--- src/rtl/csr_pkg.sv ---
// Shared constants for the machine-mode trap/MRET CSR sequencer.
package csr_pkg;

    localparam int XLEN = 32;

    // CSR addresses used by the trap sequencer
    localparam logic [11:0] CSR_MSTATUS = 12'h300;
    localparam logic [11:0] CSR_MTVEC   = 12'h305;
    localparam logic [11:0] CSR_MEPC    = 12'h341;
    localparam logic [11:0] CSR_MCAUSE  = 12'h342;

    // mstatus bit positions
    localparam int MSTATUS_MIE  = 3;
    localparam int MSTATUS_MPIE = 7;

    // mtvec mode encoding for vectored interrupts
    localparam logic [1:0] MTVEC_MODE_VECTORED = 2'b01;

    // cause code reported for the external interrupt line
    localparam logic [4:0] CAUSE_EXT_IRQ = 5'd11;

    typedef enum logic [2:0] {
        IDLE    = 3'd0,
        T_EPC   = 3'd1,
        T_CAUSE = 3'd2,
        T_STAT  = 3'd3,
        T_VEC   = 3'd4,
        M_STAT  = 3'd5,
        M_EPC   = 3'd6
    } trap_state_e;

endpackage

--- src/rtl/csr_trap_ctrl.sv ---
// Owns the reg_file CSR ports during trap entry and MRET; otherwise forwards
// the pipeline's CSR accesses untouched and redirects fetch when done.
module csr_trap_ctrl
    import csr_pkg::*;
#(
    parameter int          XLEN_P       = XLEN,
    parameter logic [11:0] ADDR_MSTATUS = CSR_MSTATUS,
    parameter logic [11:0] ADDR_MTVEC   = CSR_MTVEC,
    parameter logic [11:0] ADDR_MEPC    = CSR_MEPC,
    parameter logic [11:0] ADDR_MCAUSE  = CSR_MCAUSE,
    parameter logic [4:0]  IRQ_CAUSE    = CAUSE_EXT_IRQ
) (
    input  logic              clk,
    input  logic              reset,
    input  logic              exc_valid_pi,
    input  logic [4:0]        exc_cause_pi,
    input  logic              irq_pi,
    input  logic              mret_pi,
    input  logic [XLEN_P-1:0] trap_pc_pi,
    input  logic              pipe_csr_we_pi,
    input  logic [11:0]       pipe_csr_waddr_pi,
    input  logic [XLEN_P-1:0] pipe_csr_wdata_pi,
    input  logic [11:0]       pipe_csr_raddr_pi,
    output logic [XLEN_P-1:0] pipe_csr_rdata_po,
    output logic              write_csr_po,
    output logic [11:0]       csr_waddr_po,
    output logic [XLEN_P-1:0] csr_wdata_po,
    output logic [11:0]       csr_raddr_po,
    input  logic [XLEN_P-1:0] csr_rdata_pi,
    output logic              stall_po,
    output logic              redirect_valid_po,
    output logic [XLEN_P-1:0] redirect_pc_po
);

    trap_state_e       state_q, state_d;
    trap_state_e       state_eff;
    logic [XLEN_P-1:0] pc_q, pc_d;
    logic [XLEN_P-1:0] cause_q, cause_d;
    logic              mie_q, mie_d;
    logic              take_exc, take_mret, take_irq;
    logic [XLEN_P-1:0] vec_offset;

    // Event arbitration: exception beats MRET beats an enabled interrupt
    always_comb begin
        take_exc  = exc_valid_pi;
        take_mret = !exc_valid_pi && mret_pi;
        take_irq  = !exc_valid_pi && !mret_pi && irq_pi && mie_q;
    end

    // Vectored-mode offset for the external interrupt (4 bytes per cause)
    assign vec_offset = XLEN_P'({IRQ_CAUSE, 2'b00});

    // While reset is held the block looks idle: pure passthrough, no stall
    assign state_eff = reset ? IDLE : state_q;

    // Next-state logic plus the CSR-port mux owned by the current state
    always_comb begin
        state_d           = state_q;
        pc_d              = pc_q;
        cause_d           = cause_q;
        write_csr_po      = 1'b0;
        csr_waddr_po      = '0;
        csr_wdata_po      = '0;
        csr_raddr_po      = '0;
        pipe_csr_rdata_po = '0;
        stall_po          = 1'b1;
        redirect_valid_po = 1'b0;
        redirect_pc_po    = '0;

        case (state_eff)
            IDLE: begin
                stall_po          = 1'b0;
                write_csr_po      = pipe_csr_we_pi;
                csr_waddr_po      = pipe_csr_waddr_pi;
                csr_wdata_po      = pipe_csr_wdata_pi;
                csr_raddr_po      = pipe_csr_raddr_pi;
                pipe_csr_rdata_po = csr_rdata_pi;
                if (take_exc) begin
                    pc_d    = trap_pc_pi;
                    cause_d = {1'b0, {(XLEN_P-6){1'b0}}, exc_cause_pi};
                    state_d = T_EPC;
                end else if (take_mret) begin
                    pc_d    = trap_pc_pi;
                    cause_d = '0;
                    state_d = M_STAT;
                end else if (take_irq) begin
                    pc_d    = trap_pc_pi;
                    cause_d = {1'b1, {(XLEN_P-6){1'b0}}, IRQ_CAUSE};
                    state_d = T_EPC;
                end
            end
            T_EPC: begin
                write_csr_po = 1'b1;
                csr_waddr_po = ADDR_MEPC;
                csr_wdata_po = pc_q;
                state_d      = T_CAUSE;
            end
            T_CAUSE: begin
                write_csr_po = 1'b1;
                csr_waddr_po = ADDR_MCAUSE;
                csr_wdata_po = cause_q;
                state_d      = T_STAT;
            end
            T_STAT: begin
                csr_raddr_po               = ADDR_MSTATUS;
                write_csr_po               = 1'b1;
                csr_waddr_po               = ADDR_MSTATUS;
                csr_wdata_po               = csr_rdata_pi;
                csr_wdata_po[MSTATUS_MPIE] = csr_rdata_pi[MSTATUS_MIE];
                csr_wdata_po[MSTATUS_MIE]  = 1'b0;
                state_d                    = T_VEC;
            end
            T_VEC: begin
                csr_raddr_po      = ADDR_MTVEC;
                redirect_valid_po = 1'b1;
                redirect_pc_po    = {csr_rdata_pi[XLEN_P-1:2], 2'b00};
                if (csr_rdata_pi[1:0] == MTVEC_MODE_VECTORED && cause_q[XLEN_P-1]) begin
                    redirect_pc_po = {csr_rdata_pi[XLEN_P-1:2], 2'b00} + vec_offset;
                end
                state_d = IDLE;
            end
            M_STAT: begin
                csr_raddr_po               = ADDR_MSTATUS;
                write_csr_po               = 1'b1;
                csr_waddr_po               = ADDR_MSTATUS;
                csr_wdata_po               = csr_rdata_pi;
                csr_wdata_po[MSTATUS_MIE]  = csr_rdata_pi[MSTATUS_MPIE];
                csr_wdata_po[MSTATUS_MPIE] = 1'b1;
                state_d                    = M_EPC;
            end
            M_EPC: begin
                csr_raddr_po      = ADDR_MEPC;
                redirect_valid_po = 1'b1;
                redirect_pc_po    = {csr_rdata_pi[XLEN_P-1:2], 2'b00};
                state_d           = IDLE;
            end
            default: begin
                state_d = IDLE;
            end
        endcase
    end

    // Shadow of mstatus.MIE, tracking every write that reaches mstatus
    always_comb begin
        mie_d = mie_q;
        if (write_csr_po && csr_waddr_po == ADDR_MSTATUS) begin
            mie_d = csr_wdata_po[MSTATUS_MIE];
        end
    end

    // State, latched trap PC/cause and MIE shadow
    always_ff @(posedge clk) begin
        if (reset) begin
            state_q <= IDLE;
            pc_q    <= '0;
            cause_q <= '0;
            mie_q   <= 1'b0;
        end else begin
            state_q <= state_d;
            pc_q    <= pc_d;
            cause_q <= cause_d;
            mie_q   <= mie_d;
        end
    end

endmodule
--- config.mk ---
export PLATFORM = sky130hd
export DESIGN_NAME = csr_trap_ctrl
export DESIGN_NICKNAME = d
export VERILOG_FILES = /design/src/rtl/csr_pkg.sv /design/src/rtl/csr_trap_ctrl.sv
export SDC_FILE = /design/constraint.sdc
export NUM_CORES = 1
export LEC_CHECK = 0
export ABC_AREA = 1
export ABC_CLOCK_PERIOD_IN_PS = 2100
export BUFFER_PORTS_ARGS = -buffer_cell sky130_fd_sc_hd__buf_2
export CORE_AREA = 3 3 98 100
export CTS_BUF_LIST = sky130_fd_sc_hd__clkbuf_8
export CTS_CLUSTER_SIZE = 28
export DETAILED_ROUTE_END_ITERATION = 7
export DIE_AREA = 0 0 101 103
export PLACE_DENSITY = 0.9
export SYNTH_ARGS = -nofsm -noshare
export SYNTH_HDL_FRONTEND = slang
export SYNTH_SLANG_ARGS = --single-unit
--- constraint.sdc ---
create_clock -name clk -period 2.1 [get_ports clk]
set_input_delay 0.21 -clock clk [delete_from_list [all_inputs] [get_ports clk]]
set_output_delay 0.21 -clock clk [all_outputs]
set_load 0.005 [all_outputs]
==> metrics.yaml, run 1 <==
route:
  routed_wl_um: 17900
  wl_per_cell_um: 16.6
  vias_per_cell: 5.35
  drt-initial-drc-count: 276
  num_vias: 5801
  route.detailed.drc: 0
  firstDrtPassIters: 6
  antenna_left: 0
sta:
  period_minus_slack_ns: 2.00
  fin_skew_ns: 0.00826
  max_slew_margin: 0.641
  post-route-period-util: 0.953
  worst_hold_slack_ns: 0.162
  worst_slew_pin_slew_ns: 0.537
  slew_viol_final: 0
  fmax_ghz: 0.500
  setup_viol: 0
  finalHoldViolCount: 0
setup_path:
  path_class: "flip-flop to output port"
  r2r_setup_slack_ns: 0.29
  cp_slowest_cell: "dfxtp_1"
  r2r_start: "state_q[2]"
  path_max_fanout: 10
  reg2reg_to: "pc_q[13]"
  crit_chain: "buf_6, nand3_1, o21ai_2, buf_4, o21ai_0, o211ai_1, buf_2"
  critPathCaptureType: "output port"
  crit_arrival_ns: 1.79
  max_stage_delay_ns: 0.36
  critPathLaunchType: "flip-flop"
  required_ns: 1.89
  r2r_cells: 9
yosys:
  synth_top_cell_by_area: "dfxtp_1"
  synth_warnings: 0
  async_reset_ff_frac: 0
  syn_avg_cell_area_um2: 5.53
  synth_ff_type: "dfxtp_1"
  netlist_instances: 715
  synth_top_area_share: 0.213
  synth_edf_count: 0
  yosysSeqAreaShare: 0.213
  synth_area_leaders: "dfxtp_1 (21%), nand2_1 (17%), inv_1 (11%)"
  ys_ff_latch: 42
  syn_area_um2: 3950
  synth_cell_type_count: 36
run:
  maxCapViolations: 0
clock_tree:
  cts_buffers: 5
  clk_latency_ns: 0.30
  htreeDepth: 2
  clock_path_buffers: 2
  cts_tree: "built"
  cts_root_buf: "clkbuf_8"
  cts.sink_count: 42
  path_clk_slew_ns: 0.08
  holdBufCountCts: 0
pwr:
  power_mw: 2.77
  p_leak_nw: 3.12
  powerDensity_nw_per_um2: 488
  ir_worst_vdd_uv: 458
die:
  io-pin-count: 254
  die_h_um: 103
  dieArea_um2: 10400
  core_um2: 8760
  die_w_um: 101
  start_util: 0.451
  std_cell_rows: 34
grt:
  grt_max_degree: 61
  grt_pass1_wl_um: 26100
  grt_pass1_vias: 5145
  antenna_found_initial: 0
  grt_overflow: 0
  grtUsageTotal: 0.321
layout:
  synthToLayoutAreaGrowth_pct: 43.6
  n_antenna_cell: 0
  utilization: 0.647
  finalInstanceArea_um2: 5670
  nNetsFinal: 1107
  drive_above_1_share: 0.338
placement:
  numPortBuffers: 251
  placed_cell_area_um2: 5350
  hpwl_um: 14100
  place_congestion: 0.932
worst_hold_path:
  min-delay-start: "trap_pc_pi[0]"
  hold_path.class: "input pin to flip-flop"
  hold_path_depth: 3
  min_to: "pc_q[0]"
outcome:
  status: "completed"
==> through the flow <==
stage | TNS, ns | setup slack [ns] | cells
finish | 0 | 0.0980 | 1084
global route | -0.0335 | -0.0160 | 1084
CTS | 0 | 0.0183 | 1080
detailed placement | -4.49 | -0.196 | 1063
global placement | -3.32 | -0.124 | 1063
floorplan | 0 | 0.554 | 716
==> synthesized netlist by cell type, types with 9 or more instances <==
library cell and count:
a21oi_1 53, clkbuf_1 9, o221ai_1 25, o21ai_1 10, nand3_1 34, nor3_1 13
inv_1 114, dfxtp_1 42, buf_2 15, o21ai_0 60, nor2_1 96, nand2_1 183
==> per-layer routing <==
metal / GRT usage / wire [µm]
met1: 0.374 / 6740
met2: 0.600 / 8840
met3: 0.0555 / 1650
met4: 0.0961 / 721
met5: 0 / 0
==> worst max path at each step <==
stage                     startpoint            endpoint  slack, ns
after floorplan           state_q[1]  redirect_pc_po[16]       0.55
after global placement         reset            pc_q[21]      -0.12
after detailed placement       reset            pc_q[20]      -0.20
after CTS                 state_q[2]   redirect_pc_po[8]       0.02
after global routing      state_q[2]    csr_wdata_po[26]      -0.02
final                     state_q[1]     csr_wdata_po[7]        0.1
==> layout by cell type (no fill, tap or decap), drive strengths merged, types with 6 or more instances in the layout <==
master | synthesis | final
inv | 120 | 119
buf | 25 | 284
o21ai | 72 | 72
nand2 | 187 | 187
dfxtp | 42 | 42
a21oi | 54 | 54
nor3 | 14 | 14
nor2 | 99 | 101
nand3 | 34 | 34
nand4 | 6 | 6
o221ai | 25 | 25
==> report_power, final <==
part | leakage [nW] | switching, mW | internal (mW)
logic | 2.72 | 0.734 | 0.492
clock network | 0.0556 | 0.279 | 0.350
registers | 0.349 | 0.0316 | 0.881
total | 3.12 | 1.05 | 1.72
==> what timing repair did <==
item / in CTS / in global routing
gates cloned: 2 / 0
hold endpoints to repair: 0 / 0
pin swaps: 2 / 5
setup buffers: 7 / 4
gates resized for setup: 8 / 23
setup endpoints to repair: 88 / 47
==> cell type report <==
cell class / count / area [µm²]
fillers: 876 / 3090
repair buffers: 284 / 1550
inverters: 121 / 464
well taps: 108 / 135
clock inverters: 3 / 41.3
flip-flops and latches: 42 / 841
multi-input cells: 521 / 2570
clock buffers: 5 / 68.8
==> sequential cells by signal, summed over array words and instances, names as in the netlist <==
register  cells
cause_q       6
mie_q         1
pc_q         32
state_q       3
==> worst max-delay path: cells and delay by family (launching register included) <==
family,cells,cell delay [ns]
buf+inv,3,0.49
compound gates,3,0.48
flops,1,0.36
simple gates,1,0.17
==> cell families after synthesis <==
logic type / synth area share
flip-flops: 0.213
adder cells (fa/ha/maj): 0.00317
buffers and inverters: 0.163
AND/OR/NAND/NOR: 0.360
other: 0.000949
AO/OA/AOI/OAI: 0.260
Note: power is estimated with default switching activity, not from simulation.
==> run 2, diff against run 1 <==
- ABC_AREA: 1 -> default
- CORE_AREA: 3 3 98 100 -> 3 3 97 99
- DIE_AREA: 0 0 101 103 -> 0 0 100 102
- PLACE_DENSITY: 0.9 -> 0.86
==> metrics.yaml, run 2 <==
outcome:
  status: "finished, violations left"
  failed_checks: "setup timing"
layout:
  synthToLayoutAreaGrowth_pct: 58.5
  instances_no_fill: 900  # -17%
  nNetsFinal: 924  # -17%
  final_common_cell: "buf_2"
  layout_common_cells: "buf_2 (251), nand2_1 (81), nor2_1 (62), a21oi_1 (46), and2_1 (43)"
  drive_above_1_share: 0.433  # +0.0950
  largest_register_ffs: 32  # unchanged
  fillCellCount: 820  # -6.4%
  regMostFlops: "pc_q"
  reg.largest.list: "pc_q x32, cause_q x6, state_q x3"
  n_antenna_cell: 0  # unchanged
placement:
  dp.cells: 869  # -18%
  place_congestion: 1.00  # +7.6%
  hpwl_um: 11900  # -16%
  numPortBuffers: 251  # unchanged
yosys:
  synth_top_area_share: 0.239  # +0.0259
  synth_top_family_by_area: "simple AND/OR/NAND/NOR gates"
  synth_mux_area_frac: 0.00284  # +0.00284
  synth_area_leaders: "dfxtp_1 (24%), nand2_1 (8.7%), and2_1 (7.6%)"
  synth_warnings: 0  # unchanged
  async_reset_ff_frac: 0  # unchanged
  synth_xor_xnor_area_share: 0.0721  # +0.0721
  ys_top_cells_by_count: "nand2_1 (82), nor2_1 (64), a21oi_1 (46)"
  synth_top_cell_by_area: "dfxtp_1"
  yosys.area_share.simple: 0.351  # -0.00871
  yosysSeqAreaShare: 0.239  # +0.0259
  synth_cell_type_count: 59  # +64%
  synth_fa_ha_area_frac: 0.00355  # +0.000386
  ys_ff_latch: 42  # unchanged
  syn_avg_cell_area_um2: 6.85  # +24%
  syn_area_um2: 3520  # -11%
  synth_edf_count: 0  # unchanged
  synth_compound_area_frac: 0.243  # -0.0163
  synth_ff_type: "dfxtp_1"
  netlist_instances: 514  # -28%
  synth.most_common_cell: "nand2_1"
clock_tree:
  cts_root_buf: "clkbuf_8"
  cts_buffers: 5  # unchanged
  clock_path_buffers: 2  # unchanged
  clk_latency_ns: 0.29  # about the same
  holdBufCountCts: 0  # unchanged
  path_clk_slew_ns: 0.08  # about the same
  cts.sink_count: 42  # unchanged
  cts_tree: "built"
  htreeDepth: 2  # unchanged
die:
  io-pin-count: 254  # unchanged
  start_util: 0.408  # -0.0430
  dieArea_um2: 10200  # -2.0%
  die_h_um: 102  # -0.97%
  std_cell_rows: 34  # unchanged
  die_w_um: 100  # -0.99%
  core_um2: 8640  # -1.5%
setup_path:
  critPathCaptureType: "output port"
  critPathLaunchType: "flip-flop"
  crit_arrival_ns: 1.92  # +0.13 ns
  path_class: "flip-flop to output port"
  path_max_fanout: 6  # -4
  required_ns: 1.89  # about the same
sta:
  period_minus_slack_ns: 2.13  # +0.128 ns
  post-route-period-util: 1.01  # +0.0607
  setup_slack_ns: -0.0295  # -0.128 ns
  setup_viol: 2  # +2
  fmax_ghz: 0.470  # -6.0%
  slew_viol_final: 0  # unchanged
  max_slew_margin: 0.623  # -0.0188
  rsz0062_at_grt: "yes"
  fin_skew_ns: 0.00814  # -0.000125 ns
  finalHoldViolCount: 0  # unchanged
  worst_slew_pin_slew_ns: 0.562  # +0.0256 ns
pwr:
  ir_worst_vdd_uv: 645  # +41%
  p_leak_nw: 2.87  # -8.1%
  powerDensity_nw_per_um2: 480  # -1.7%
  power_mw: 2.68  # -3.3%
worst_hold_path:
  hold_path.class: "input pin to flip-flop"
grt:
  antenna_found_initial: 0  # unchanged
  grt_max_degree: 35  # -43%
  grt_pass1_wl_um: 22100  # -16%
  grtUsageTotal: 0.271  # -0.0499
  grt_pass1_vias: 4245  # -17%
  grt_overflow: 0  # unchanged
route:
  wl_per_cell_um: 17.8  # +7.5%
  vias_per_cell: 5.47  # +2.2%
  drt-initial-drc-count: 361  # +31%
  firstDrtPassIters: 8  # +2
  routed_wl_um: 16000  # -11%
  antenna_left: 0  # unchanged
  num_vias: 4921  # -15%
  route.detailed.drc: 0  # unchanged
run:
  maxCapViolations: 0  # unchanged
## run 2: kinds of logic (layout without fill, tap and decap cells)
family          Yosys count  count (layout)
compound gates          116             116
xor+xnor                 29              29
fa+ha+maj                 1               1
buf+inv                  76             353
flops                    42              42
mux                       1               1
other cells               1               2
simple gates            248             248
## run 2: where the power goes
part / internal, mW / switching, mW
clock: 0.219 / 0.256
combinational: 0.619 / 0.663
sequential: 0.867 / 0.0530
total: 1.71 / 0.972
## run 2: layout make-up
cell class                      count  area, µm²  share of cell area
Tap cell                          108        135              0.0242
Sequential cell                    42        850               0.152
Timing Repair Buffer              310       1910               0.342
Clock inverter                      2       7.51             0.00134
Inverter                           36        135              0.0242
Multi-Input combinational cell    397       2470               0.443
Clock buffer                        5       68.8              0.0123
## run 2: per-stage QoR
stage / hold WS [ns] / setup WS [ns] / area [µm²] / utilization / TNS (ns)
3_3_place_gp: 0.444 / 0.0192 / 5090 / 0.589 / 0
6_report: 0.155 / -0.0295 / 5580 / 0.646 / -0.0386
5_1_grt: 0.151 / -0.201 / 5580 / 0.646 / -1.78
3_5_place_dp: 0.450 / -0.0195 / 5090 / 0.589 / -0.0365
2_1_floorplan: 0.346 / 0.296 / 3530 / - / 0
4_1_cts: 0.147 / 0.00223 / 5240 / 0.607 / 0
## run 2: worst paths after layout
path / slack, ns / cells past startpoint / end / from
setup / recovery: -0.03 / 7 / redirect_pc_po[10] / cause_q[31]
hold / removal: 0.16 / 3 / pc_q[14] / trap_pc_pi[14]
setup reg to reg: 0.16 / 7 / mie_q / state_q[2]
hold reg to reg: 0.46 / 2 / pc_q[0] / pc_q[0]
## run 2: metal layers
| metal | GRT usage | vias to the layer above | wire length, µm |
|---|---|---|---|
| met2 | 0.445 | 318 | 7750 |
| met3 | 0.0539 | 39 | 1770 |
| met4 | 0.0591 | 0 | 294 |
| met1 | 0.371 | 2232 | 6210 |
| met5 | 0 | - | 0 |
| li1 | - | 2332 | - |
## run 2: timing repair
item | 4_1_cts | 5_1_grt
pin swaps | 9 | 16
buffers inserted | 3 | 14
gates cloned | 1 | 6
endpoints found under the setup margin | 58 | 59
gates resized for setup | 15 | 19
## run 2: critical path, stage by stage, from the launching register on
cell and delay (ns):
dfxtp_2 0.34, nand3b_1 0.10, buf_6 0.16, a2111oi_2 0.50
nand3_1 0.17, xor2_1 0.17, nor2_1 0.08, buf_2 0.12
==> run 3, diff against run 2 <==
- ABC_CLOCK_PERIOD_IN_PS: 2100 -> 2000
- CORE_AREA: 3 3 97 99 -> 3 3 98 100
- DIE_AREA: 0 0 100 102 -> 0 0 101 103
- PLACE_DENSITY: 0.86 -> 0.85
- clock period: 2.1 -> 2 ns (I/O delays scaled with it)
==> metrics.yaml, run 3 (synthesized netlist as in run 2, its figures left out) <==
outcome:
  status: "finished, violations left"
  failed_checks: "setup timing"
layout:
  drive_above_1_share: 0.452  # +0.0185
  finalInstanceArea_um2: 5580  # -0.11%
  largest_register_ffs: 32  # unchanged
  instances_no_fill: 903  # +0.33%
  n_antenna_cell: 0  # unchanged
  nNetsFinal: 926  # +0.22%
  layout_common_cells: "buf_2 (252), nand2_1 (82), nor2_1 (61), buf_4 (47), a21oi_1 (46)"
  reg.largest.list: "pc_q x32, cause_q x6, state_q x3"
  fillCellCount: 795  # -3.0%
  synthToLayoutAreaGrowth_pct: 58.3
  regMostFlops: "pc_q"
  final_common_cell: "buf_2"
grt:
  grt_pass1_wl_um: 23000  # +4.2%
  use_met3: 0.0514  # -0.00250
  grt_max_degree: 40  # +14%
  grt_pass1_vias: 4302  # +1.3%
  grt_busiest_layer: "met2"
  grtUsageTotal: 0.282  # +0.0111
  antenna_found_initial: 0  # unchanged
  met1_usage: 0.371  # about the same
  grt_overflow: 0  # unchanged
  grt_use_met2: 0.463  # +0.0184
route:
  drt-initial-drc-count: 398  # +10%
  route.detailed.drc: 0  # unchanged
  vias_per_cell: 5.48  # +0.19%
  firstDrtPassIters: 7  # -1
  wl_per_cell_um: 17.6  # -0.85%
  num_vias: 4947  # +0.53%
  antenna_left: 0  # unchanged
  routed_wl_um: 15900  # -0.52%
placement:
  dp.cells: 875  # +0.69%
  placed_cell_area_um2: 5120  # +0.64%
  hpwl_um: 12000  # +1.4%
  numPortBuffers: 251  # unchanged
  place_congestion: 1.03  # +2.7%
pwr:
  powerDensity_nw_per_um2: 510  # +6.3%
  p_leak_nw: 2.86  # -0.45%
  clkPwrFrac: 0.201  # +0.023
  power_switching_mw: 1.04  # +6.7%
  p_comb_frac: 0.458  # -0.021
  switching_share: 0.365  # +0.00165
  internal_power_mw: 1.81  # +5.9%
  ir_worst_vdd_uv: 533  # -17%
  p_seq_frac: 0.342  # -0.002
setup_path:
  cp_slowest_cell: "a222oi_1"
  cp_top_family: "buffers and inverters"
  path_class: "flip-flop to output port"
  max_stage_delay_ns: 0.49  # about the same
  crit_arrival_ns: 1.96  # +0.04 ns
  cp.buffers_inverters: 4  # +2
  crit_chain: "buf_6, nand2b_4, nor2_2, buf_12, a222oi_1, inv_1, buf_2"
  critPathLaunchType: "flip-flop"
  path_max_fanout: 26  # +20
  critPathCaptureType: "output port"
  required_ns: 1.80  # -0.09 ns
sta:
  fmax_ghz: 0.462
  period_minus_slack_ns: 2.16
  setup_viol: 44  # +42
  slew_viol_final: 0  # unchanged
  worst_slew_pin_slew_ns: 0.531  # -0.0311 ns
  finalHoldViolCount: 0  # unchanged
  post-route-period-util: 1.08
  max_slew_margin: 0.643  # +0.0209
  rsz0062_at_grt: "yes"
  setup_slack_ns: -0.164  # -0.135 ns
  fin_skew_ns: 0.00635  # -0.00179 ns
clock_tree:
  htreeDepth: 2  # unchanged
  clk_latency_ns: 0.30  # about the same
  cts_buffers: 5  # unchanged
  path_clk_slew_ns: 0.08  # about the same
  clock_path_buffers: 2  # unchanged
  cts_root_buf: "clkbuf_8"
  cts.sink_count: 42  # unchanged
  cts_tree: "built"
worst_hold_path:
  hold_path.class: "input pin to flip-flop"
die:
  core_um2: 8760  # +1.5%
  die_h_um: 103  # +0.98%
  dieArea_um2: 10400  # +2.0%
  io-pin-count: 254  # unchanged
  start_util: 0.402  # -0.00594
  die_w_um: 101  # +1.0%
  std_cell_rows: 34  # unchanged
run:
  maxCapViolations: 0  # unchanged
run 3: cell types whose count changed in the layout (fill, tap and decap cells not counted), moves of 3 or more:
cell       previous run  this run
a22oi_1               7         4
a22oi_2               0         3
nand3_2               1         4
buf_4                39        47
clkbuf_16             6         1
nand3_1              11         8
run 3: timing repair:
item,CTS,global route
pin swaps,18,13
hold buffers,0,0
buffers inserted,10,8
hold endpoints to repair,0,0
setup endpoints to repair,68,83
resized for setup,35,16
cloned,3,0
run 3: layout make-up:
cell class                      instances  area, µm²  share of cell area
Multi-Input combinational cell        397       2540               0.455
Timing Repair Buffer                  312       1820               0.327
Sequential cell                        42        853               0.153
Inverter                               36        135              0.0242
Tap cell                              108        135              0.0242
Clock buffer                            6       82.6              0.0148
Clock inverter                          2       12.5             0.00224
run 3: per-stage QoR:
stage	utilization	hold WS (ns)	power [mW]	setup TNS [ns]	worst slack, ns
floorplan	-	0.336	1.56	0	0.216
global placement	0.584	0.440	2.16	-0.330	-0.115
detailed placement	0.584	0.446	2.17	-0.480	-0.138
CTS	0.626	0.122	2.81	-3.65	-0.130
global route	0.636	0.117	3.02	-7.53	-0.264
finish	0.636	0.134	2.84	-2.16	-0.164
run 3: power by group through the flow:
stage          logic, mW  registers [mW]  clock network [mW]
2_1_floorplan      0.604           0.956                   0
3_3_place_gp        1.18           0.982                   0
3_5_place_dp        1.19           0.984                   0
4_1_cts             1.25           0.968               0.586
5_1_grt             1.42           0.977               0.618
6_report            1.30           0.971               0.571
run 3: worst paths after layout:
| check | startpoint | to | slack (ns) | cells past startpoint |
|---|---|---|---|---|
| max | state_q[1] | csr_wdata_po[22] | -0.16 | 7 |
| min | trap_pc_pi[14] | pc_q[14] | 0.13 | 3 |
| max reg2reg | state_q[1] | pc_q[25] | 0.14 | 7 |
| min reg2reg | pc_q[9] | pc_q[9] | 0.46 | 2 |
run 3: layer usage:
metal,vias up,share of wire,wire length (µm)
li1,2337,-,-
met1,2229,0.39,6170
met2,337,0.49,7760
met3,44,0.099,1570
met4,0,0.026,422
met5,-,0,0
run 3: worst min-delay path, cell delays in order:
cell and delay [ns]:
buf_2 0.10, nand2_1 0.04, a21oi_1 0.05
